--- config.mk ---
export PLATFORM = sky130hd
export DESIGN_NAME = sbi_burst_arbiter
export DESIGN_NICKNAME = d
export VERILOG_FILES = /design/src/rtl/sbi_burst_arbiter.sv
export SDC_FILE = /design/constraint.sdc
export NUM_CORES = 1
export LEC_CHECK = 0
export BUFFER_PORTS_ARGS = -buffer_cell sky130_fd_sc_hd__buf_2
export CAP_MARGIN = 10
export CORE_MARGIN = 5
export CORE_UTILIZATION = 25
export DETAILED_ROUTE_END_ITERATION = 8
export HOLD_SLACK_MARGIN = 0.08
export PLACE_DENSITY = 0.58
export SLEW_MARGIN = 20
export SYNTH_ARGS = -nofsm -noshare
export SYNTH_HDL_FRONTEND = slang
export SYNTH_SLANG_ARGS = --single-unit
--- constraint.sdc ---
create_clock -name bCLK -period 2.4 [get_ports bCLK]
set_input_delay 0.24 -clock bCLK [delete_from_list [all_inputs] [get_ports bCLK]]
set_output_delay 0.24 -clock bCLK [all_outputs]
set_load 0.01 [all_outputs]
--- src/rtl/sbi_burst_arbiter.sv ---
// sbi_burst_arbiter: two-requester burst arbiter and sequencer in front of an
// SBI memory slave. It latches the winner's burst descriptor, issues one SBI
// beat per cycle, steers read data back to the owner and pulses done_o.
// Build option: define SBI_ARB_FIXED_PRIO_EN to make requester 0 always win
// ties. Without it, ties are resolved round-robin.

module sbi_burst_arbiter #(
  parameter int Width  = 32,
  parameter int Depth  = 256,
  parameter int MaxLen = 16,
  parameter int Aw     = $clog2(Depth),
  parameter int Lw     = $clog2(MaxLen + 1)
) (
  input  logic                 bCLK,
  input  logic                 bRST,
  input  logic [1:0]           req_i,
  input  logic [1:0]           write_i,
  input  logic [2*Aw-1:0]      addr_i,
  input  logic [2*Lw-1:0]      len_i,
  input  logic [2*Width-1:0]   wdata_i,
  output logic [1:0]           gnt_o,
  output logic [1:0]           beat_o,
  output logic [Width-1:0]     rdata_o,
  output logic [1:0]           rvalid_o,
  output logic [1:0]           done_o,
  output logic [Aw-1:0]        bADDR,
  output logic                 bSTART,
  output logic                 bACCESS,
  output logic                 bWRITE,
  output logic [Width-1:0]     bD,
  input  logic [Width-1:0]     bQ,
  input  logic                 bVALID
);

  typedef enum logic [1:0] {
    IDLE  = 2'd0,
    BURST = 2'd1,
    DRAIN = 2'd2
  } state_t;

  state_t          r_state;
  state_t          w_nextState;
  logic            r_owner;
  logic            r_write;
  logic [Aw-1:0]   r_addr;
  logic [Lw-1:0]   r_len;
  logic [Lw-1:0]   r_count;
  logic [1:0]      r_done;

  logic            w_winner;
  logic [Lw-1:0]   w_reqLen;
  logic [Lw-1:0]   w_effLen;
  logic            w_lastBeat;

`ifdef SBI_ARB_FIXED_PRIO_EN
  // Fixed priority: requester 0 wins whenever it is requesting.
  always_comb begin
    w_winner = ~req_i[0];
  end
`else
  logic r_last;

  // Round-robin pick: on a tie the requester not granted last time wins.
  always_comb begin
    w_winner = ~req_i[0];
    if (req_i == 2'b11) begin
      w_winner = ~r_last;
    end
  end

  // Remember the most recent grant so the next tie goes the other way.
  always_ff @(posedge bCLK) begin
    if (bRST) begin
      r_last <= 1'b1;
    end else if (r_state == IDLE && (|req_i)) begin
      r_last <= w_winner;
    end
  end
`endif

  // Clamp the winner's requested length into 1..MaxLen beats.
  always_comb begin
    w_reqLen = w_winner ? len_i[2*Lw-1:Lw] : len_i[Lw-1:0];
    w_effLen = w_reqLen;
    if (w_reqLen == '0) begin
      w_effLen = Lw'(1);
    end else if (w_reqLen > Lw'(MaxLen)) begin
      w_effLen = Lw'(MaxLen);
    end
  end

  assign w_lastBeat = (r_count == (r_len - 1'b1));

  // Next-state logic: a write returns straight to IDLE, a read drains one cycle.
  always_comb begin
    w_nextState = r_state;
    case (r_state)
      IDLE: begin
        if (|req_i) begin
          w_nextState = BURST;
        end
      end
      BURST: begin
        if (w_lastBeat) begin
          w_nextState = r_write ? IDLE : DRAIN;
        end
      end
      DRAIN: begin
        w_nextState = IDLE;
      end
      default: begin
        w_nextState = IDLE;
      end
    endcase
  end

  // State register, descriptor latch, beat counter and completion pulse.
  always_ff @(posedge bCLK) begin
    if (bRST) begin
      r_state <= IDLE;
      r_owner <= 1'b0;
      r_write <= 1'b0;
      r_addr  <= '0;
      r_len   <= '0;
      r_count <= '0;
      r_done  <= '0;
    end else begin
      r_state <= w_nextState;
      r_done  <= '0;
      case (r_state)
        IDLE: begin
          if (|req_i) begin
            r_owner <= w_winner;
            r_write <= w_winner ? write_i[1] : write_i[0];
            r_addr  <= w_winner ? addr_i[2*Aw-1:Aw] : addr_i[Aw-1:0];
            r_len   <= w_effLen;
            r_count <= '0;
          end
        end
        BURST: begin
          r_addr  <= r_addr + 1'b1;
          r_count <= r_count + 1'b1;
          if (w_lastBeat && r_write) begin
            r_done[r_owner] <= 1'b1;
          end
        end
        DRAIN: begin
          r_done[r_owner] <= 1'b1;
        end
        default: begin
        end
      endcase
    end
  end

  // SBI master drive, grant, write-beat handshake and read-valid steering.
  always_comb begin
    gnt_o    = '0;
    beat_o   = '0;
    rvalid_o = '0;
    bSTART   = 1'b0;
    bACCESS  = 1'b0;
    bWRITE   = 1'b0;
    bADDR    = '0;
    bD       = '0;
    if (r_state != IDLE) begin
      gnt_o[r_owner] = 1'b1;
    end
    if (r_state == BURST) begin
      bACCESS = 1'b1;
      bWRITE  = r_write;
      bADDR   = r_addr;
      bSTART  = (r_count == '0);
      if (r_write) begin
        bD             = r_owner ? wdata_i[2*Width-1:Width] : wdata_i[Width-1:0];
        beat_o[r_owner] = 1'b1;
      end
    end
    if ((r_state == BURST && !r_write) || r_state == DRAIN) begin
      rvalid_o[r_owner] = bVALID;
    end
  end

  assign rdata_o = bQ;
  assign done_o  = r_done;

endmodule

# After elaboration in Yosys (flattened, before gate mapping)
# Cells that the tools add are included.
dict set report word_totals {
  register_bits 25
  input_bits 129
  out_inout_bits 83
}
dict set report op_classes {
  addsub 3
  magnitude_cmp 3
  n_eq_ne 6
  n_mux 29
  n_bitwise 3
  reduce_logical 15
}
# cell count
set op_table {}
lappend op_table {{$mux W32} 3}
lappend op_table {{$mux W8} 3}
lappend op_table {{$mux W5} 4}
lappend op_table {{$mux W2} 8}
lappend op_table {{$pmux W8 S2} 1}
lappend op_table {{$logic_not A5 Y1} 2}
lappend op_table {{$pmux W5 S2} 1}
lappend op_table {{$add A8 B1 Y8 const B} 1}
lappend op_table {{$pmux W2 S2} 2}
lappend op_table {{$mux W1} 6}
lappend op_table {{$reduce_and A2 Y1} 3}
lappend op_table {{$add A5 B1 Y5 const B} 1}
lappend op_table {{$eq A5 B5 Y1} 1}
lappend op_table {{$gt A5 B5 Y1 const B} 1}
lappend op_table {{$sub A5 B1 Y5 const B} 1}
lappend op_table {{$eq A2 B2 Y1 const B} 2}
lappend op_table {{$logic_and A1 B1 Y1} 4}
lappend op_table {{$reduce_bool A2 Y1} 2}
lappend op_table {{$and A2 B2 Y2} 1}
lappend op_table {{$eq A2 B1 Y1 const B} 1}
lappend op_table {{$logic_not A2 Y1} 1}
lappend op_table {{$lt A1 B2 Y1 const B} 1}
lappend op_table {{$ne A2 B1 Y1 const B} 1}
lappend op_table {{$ne A2 B2 Y1 const B} 1}
lappend op_table {{other kinds (6)} 7}

# Depth between registers and ports, before layout
dict set report logic_depth {
  depth_word 6
  ltp_mapped 9
}

# Worst setup path before layout
# Ideal clock, no wire load.
dict set report synth_timing {
  path_type {register to output}
  startpoint {register r_state[1]}
  endpoint {output port bSTART}
  arrival_time_ns 1.710
  setup_slack_ns 0.450
  path_stages_with_launch 8
  path_buffers 3
  path_cell_list {dfxtp_1 -> inv_1 -> ha_1 -> clkbuf_1 -> clkbuf_1 -> clkbuf_1 -> nand2_1 -> nor4_1}
}
dict set report synth_between {
  elab_chain_cells 2
}
# element line
set synth_rtl {}
lappend synth_rtl {{from (decl)} 41} ;# state_t r_state;
lappend synth_rtl {{from (signal assigned)} 128} ;# r_state <= w_nextState;
lappend synth_rtl {{$eq A2 B1 Y1} 169} ;# if (r_state == BURST) begin
lappend synth_rtl {{$mux W1} 169}
lappend synth_rtl {{to (decl)} 27} ;# output logic bSTART,
# No other way between the ends.

# Worst setup path after layout
dict set report layout_timing {
  startpoint {register r_state[1]}
  endpoint {output port bD[31]}
}
dict set report layout_between {
  elab_chain_cells 2
}
# element line
set layout_rtl {}
lappend layout_rtl {{$eq A2 B1 Y1} 169}
lappend layout_rtl {{$mux W32} 169}
lappend layout_rtl {{to (decl)} 30} ;# output logic [Width-1:0] bD,
# No other way between the ends.

==> results.toml <==
[clocking]
insertion_delay_ns = 0.27
numCtsBuffers = 3
cts.root.buffer_cell = "clkbuf_8"
post_cts_buffers = 0
ctsLongestPathBuffers = 2
cts_resized = 0
cts_tree = "done"
path_clk_slew_ns = 0.09
cts_htree_levels = 1
cts.sinks = 25
ctsHoldBuffers = 0

[global_route]
grt_pass1_wl_mm = 12.9
grt_pass1_vias = 2512
grt_overflow = 0
antenna_found_initial = 0
grt_max_degree = 37
grtUsageTotal = 0.136

[critical_path]
worstPathMaxFanout = 36
critPathCaptureType = "primary output"
path_class = "flip-flop to primary output"
start_kind = "flip-flop"
cp_data_arrival_time_ns = 1.90
r2r_start = "r_state[0]"
worstSetupStartpoint = "r_state[1]"
crit_required_ns = 2.16

[synth]
yosys-top-cells-area = "dfxtp_1, mux2i_1, buf_4, nor2_1, ha_1"
synth_common_cells = "nor2_1, mux2i_1, buf_4"
yosysMostFrequentCell = "nor2_1"
synth_cell_types = 55
synth_enable_flop_cells = 0
netlist_area_um2 = 2410
synth-main-ff-cell = "dfxtp_1"
yosysTopAreaCell = "dfxtp_1"
synth_nets = 449
synth.avg_cell_area_um2 = 7.69
synthArstFlopShare = 0
seq_area_frac_synth = 0.208
yosysWarnings = 0
ys_seq_elements = 25
synth_top_area_frac = 0.208
syn_inst = 313

[sta]
finalCriticalPeriod_ns = 2.14
clock_skew_ns = 0.00403
post-route-period-util = 0.891
finalSetupViolCount = 0
max_freq_mhz = 468
worst_pin_slew_ns = 0.673
setup_tns_ns = 0
hold_violations = 0
rsz0062_at_grt = "false"
maxSlewHeadroom = 0.550
final_max_slew_viol_count = 0

[routing]
drt_iter0_markers = 253
first_pass_iters = 4
drc_errors = 0
ant_nets = 0
wl_mm = 8.45
vias = 2516
vias_per_cell = 4.57
detail_route.wl_per_cell_um = 15.4

[place]
hpwlAfterDp_mm = 6.97
io_buffers = 147
placement.cell_area_um2 = 3040
gp_congestion = 0.804

[final_layout]
num-nets-final = 558
fill_cells = 1021
drive_gt1_frac = 0.413
area_delta_synth_final_pct = 28.2
fin_area_um2 = 3090
diodes = 0

[power_and_ir_drop]
p_leak_nw = 1.50
vdd_ir_drop_max_mv = 0.223
p_per_area_nw_per_um2 = 486

[run]
drv_cap = 0

[die]
ios = 212
start_util = 0.258
design.core.area_um2 = 9330
rows = 35
die_w_um = 108
dieHeight_um = 108
die_area_um2 = 11700

[min_path]
hold_path_class = "input pin to flip-flop"
hp-start = "bRST"

[outcome]
outcome = "complete, no violations"
[final timing paths]
kind	endpoint	slack (ns)	depth (start not counted)
hold / removal	r_last	0.30	3
hold reg to reg	r_addr[6]	0.50	2
setup / recovery	bD[31]	0.26	7
setup reg to reg	r_count[3]	0.26	7
[registers in the layout, indices dropped and copies added (netlist names)]
register  flops
r_state       2
r_last        1
r_addr        8
r_len         5
r_count       5
r_owner       1
done_o        2
r_write       1
[worst max-delay path, stage by stage (launching register included)]
cell,delay [ns]
dfxtp_1,0.39
inv_1,0.08
ha_1,0.20
buf_4,0.24
nand2_1,0.10
buf_4,0.34
nor2_1,0.11
buf_2,0.16
[cells by family after synthesis]
logic type,after synthesis,synth area share
adders and majority gates,7,0.0364
muxes,40,0.168
xor gates and xnor gates,9,0.0328
AOI/OAI and AO/OA,59,0.170
and+or+nand+nor,112,0.236
buffers and inverters,61,0.149
DFF,25,0.208
[per-stage QoR]
step / utilization / total power [mW] / setup WS (ns) / hold slack (ns) / std cells
3_5_place_dp: 0.326 / 1.26 / 0.322 / 0.480 / 546
3_3_place_gp: 0.326 / 1.24 / 0.353 / 0.480 / 546
2_1_floorplan: - / 1.05 / 0.450 / 0.454 / 313
4_1_cts: 0.331 / 1.51 / 0.265 / 0.289 / 550
5_1_grt: 0.331 / 1.62 / 0.0987 / 0.314 / 550
6_report: 0.331 / 1.50 / 0.262 / 0.299 / 550
[per-layer routing]
metal	share of wire	GRT usage	routed length, µm	up-vias
met5	0	0	0	-
met4	0.013	0.0307	114	0
met3	0.053	0.0233	444	15
met2	0.48	0.213	4040	77
met1	0.46	0.194	3850	1156
li1	-	-	-	1268
[placed cells by master, fill, tap and decap left out, drive strengths merged, types with 3 or more instances in the layout]
cell type and n:
or2 3, inv 11, ha 7, nor3b 6, mux2 3, nor2 53, nor3 7, dfxtp 25
a21oi 12, and2 8, o21ai 19, xnor2 4, o211ai 6, buf 154, nand2 15, clkbuf 3
nand3 3, a211oi 4, a2bb2oi 3, xor2 5, mux2i 37, nor4b 3, nor2b 5
[report_power, final]
group | switching [mW] | internal, mW | total, mW
sequential | 0.0737 | 0.463 | 0.537
combinational | 0.383 | 0.323 | 0.706
clock | 0.141 | 0.116 | 0.257
[layout make-up]
| cell class | count | area, µm² | share of cell area |
|---|---|---|---|
| Clock buffer | 3 | 41.3 | 0.0134 |
| Clock inverter | 1 | 5.00 | 0.00162 |
| Multi-Input combinational cell | 227 | 1550 | 0.501 |
| Timing Repair Buffer | 154 | 788 | 0.255 |
| Tap cell | 129 | 161 | 0.0523 |
| Inverter | 11 | 41.3 | 0.0134 |
| Sequential cell | 25 | 502 | 0.163 |
Note: power is estimated with default switching activity, not from simulation.
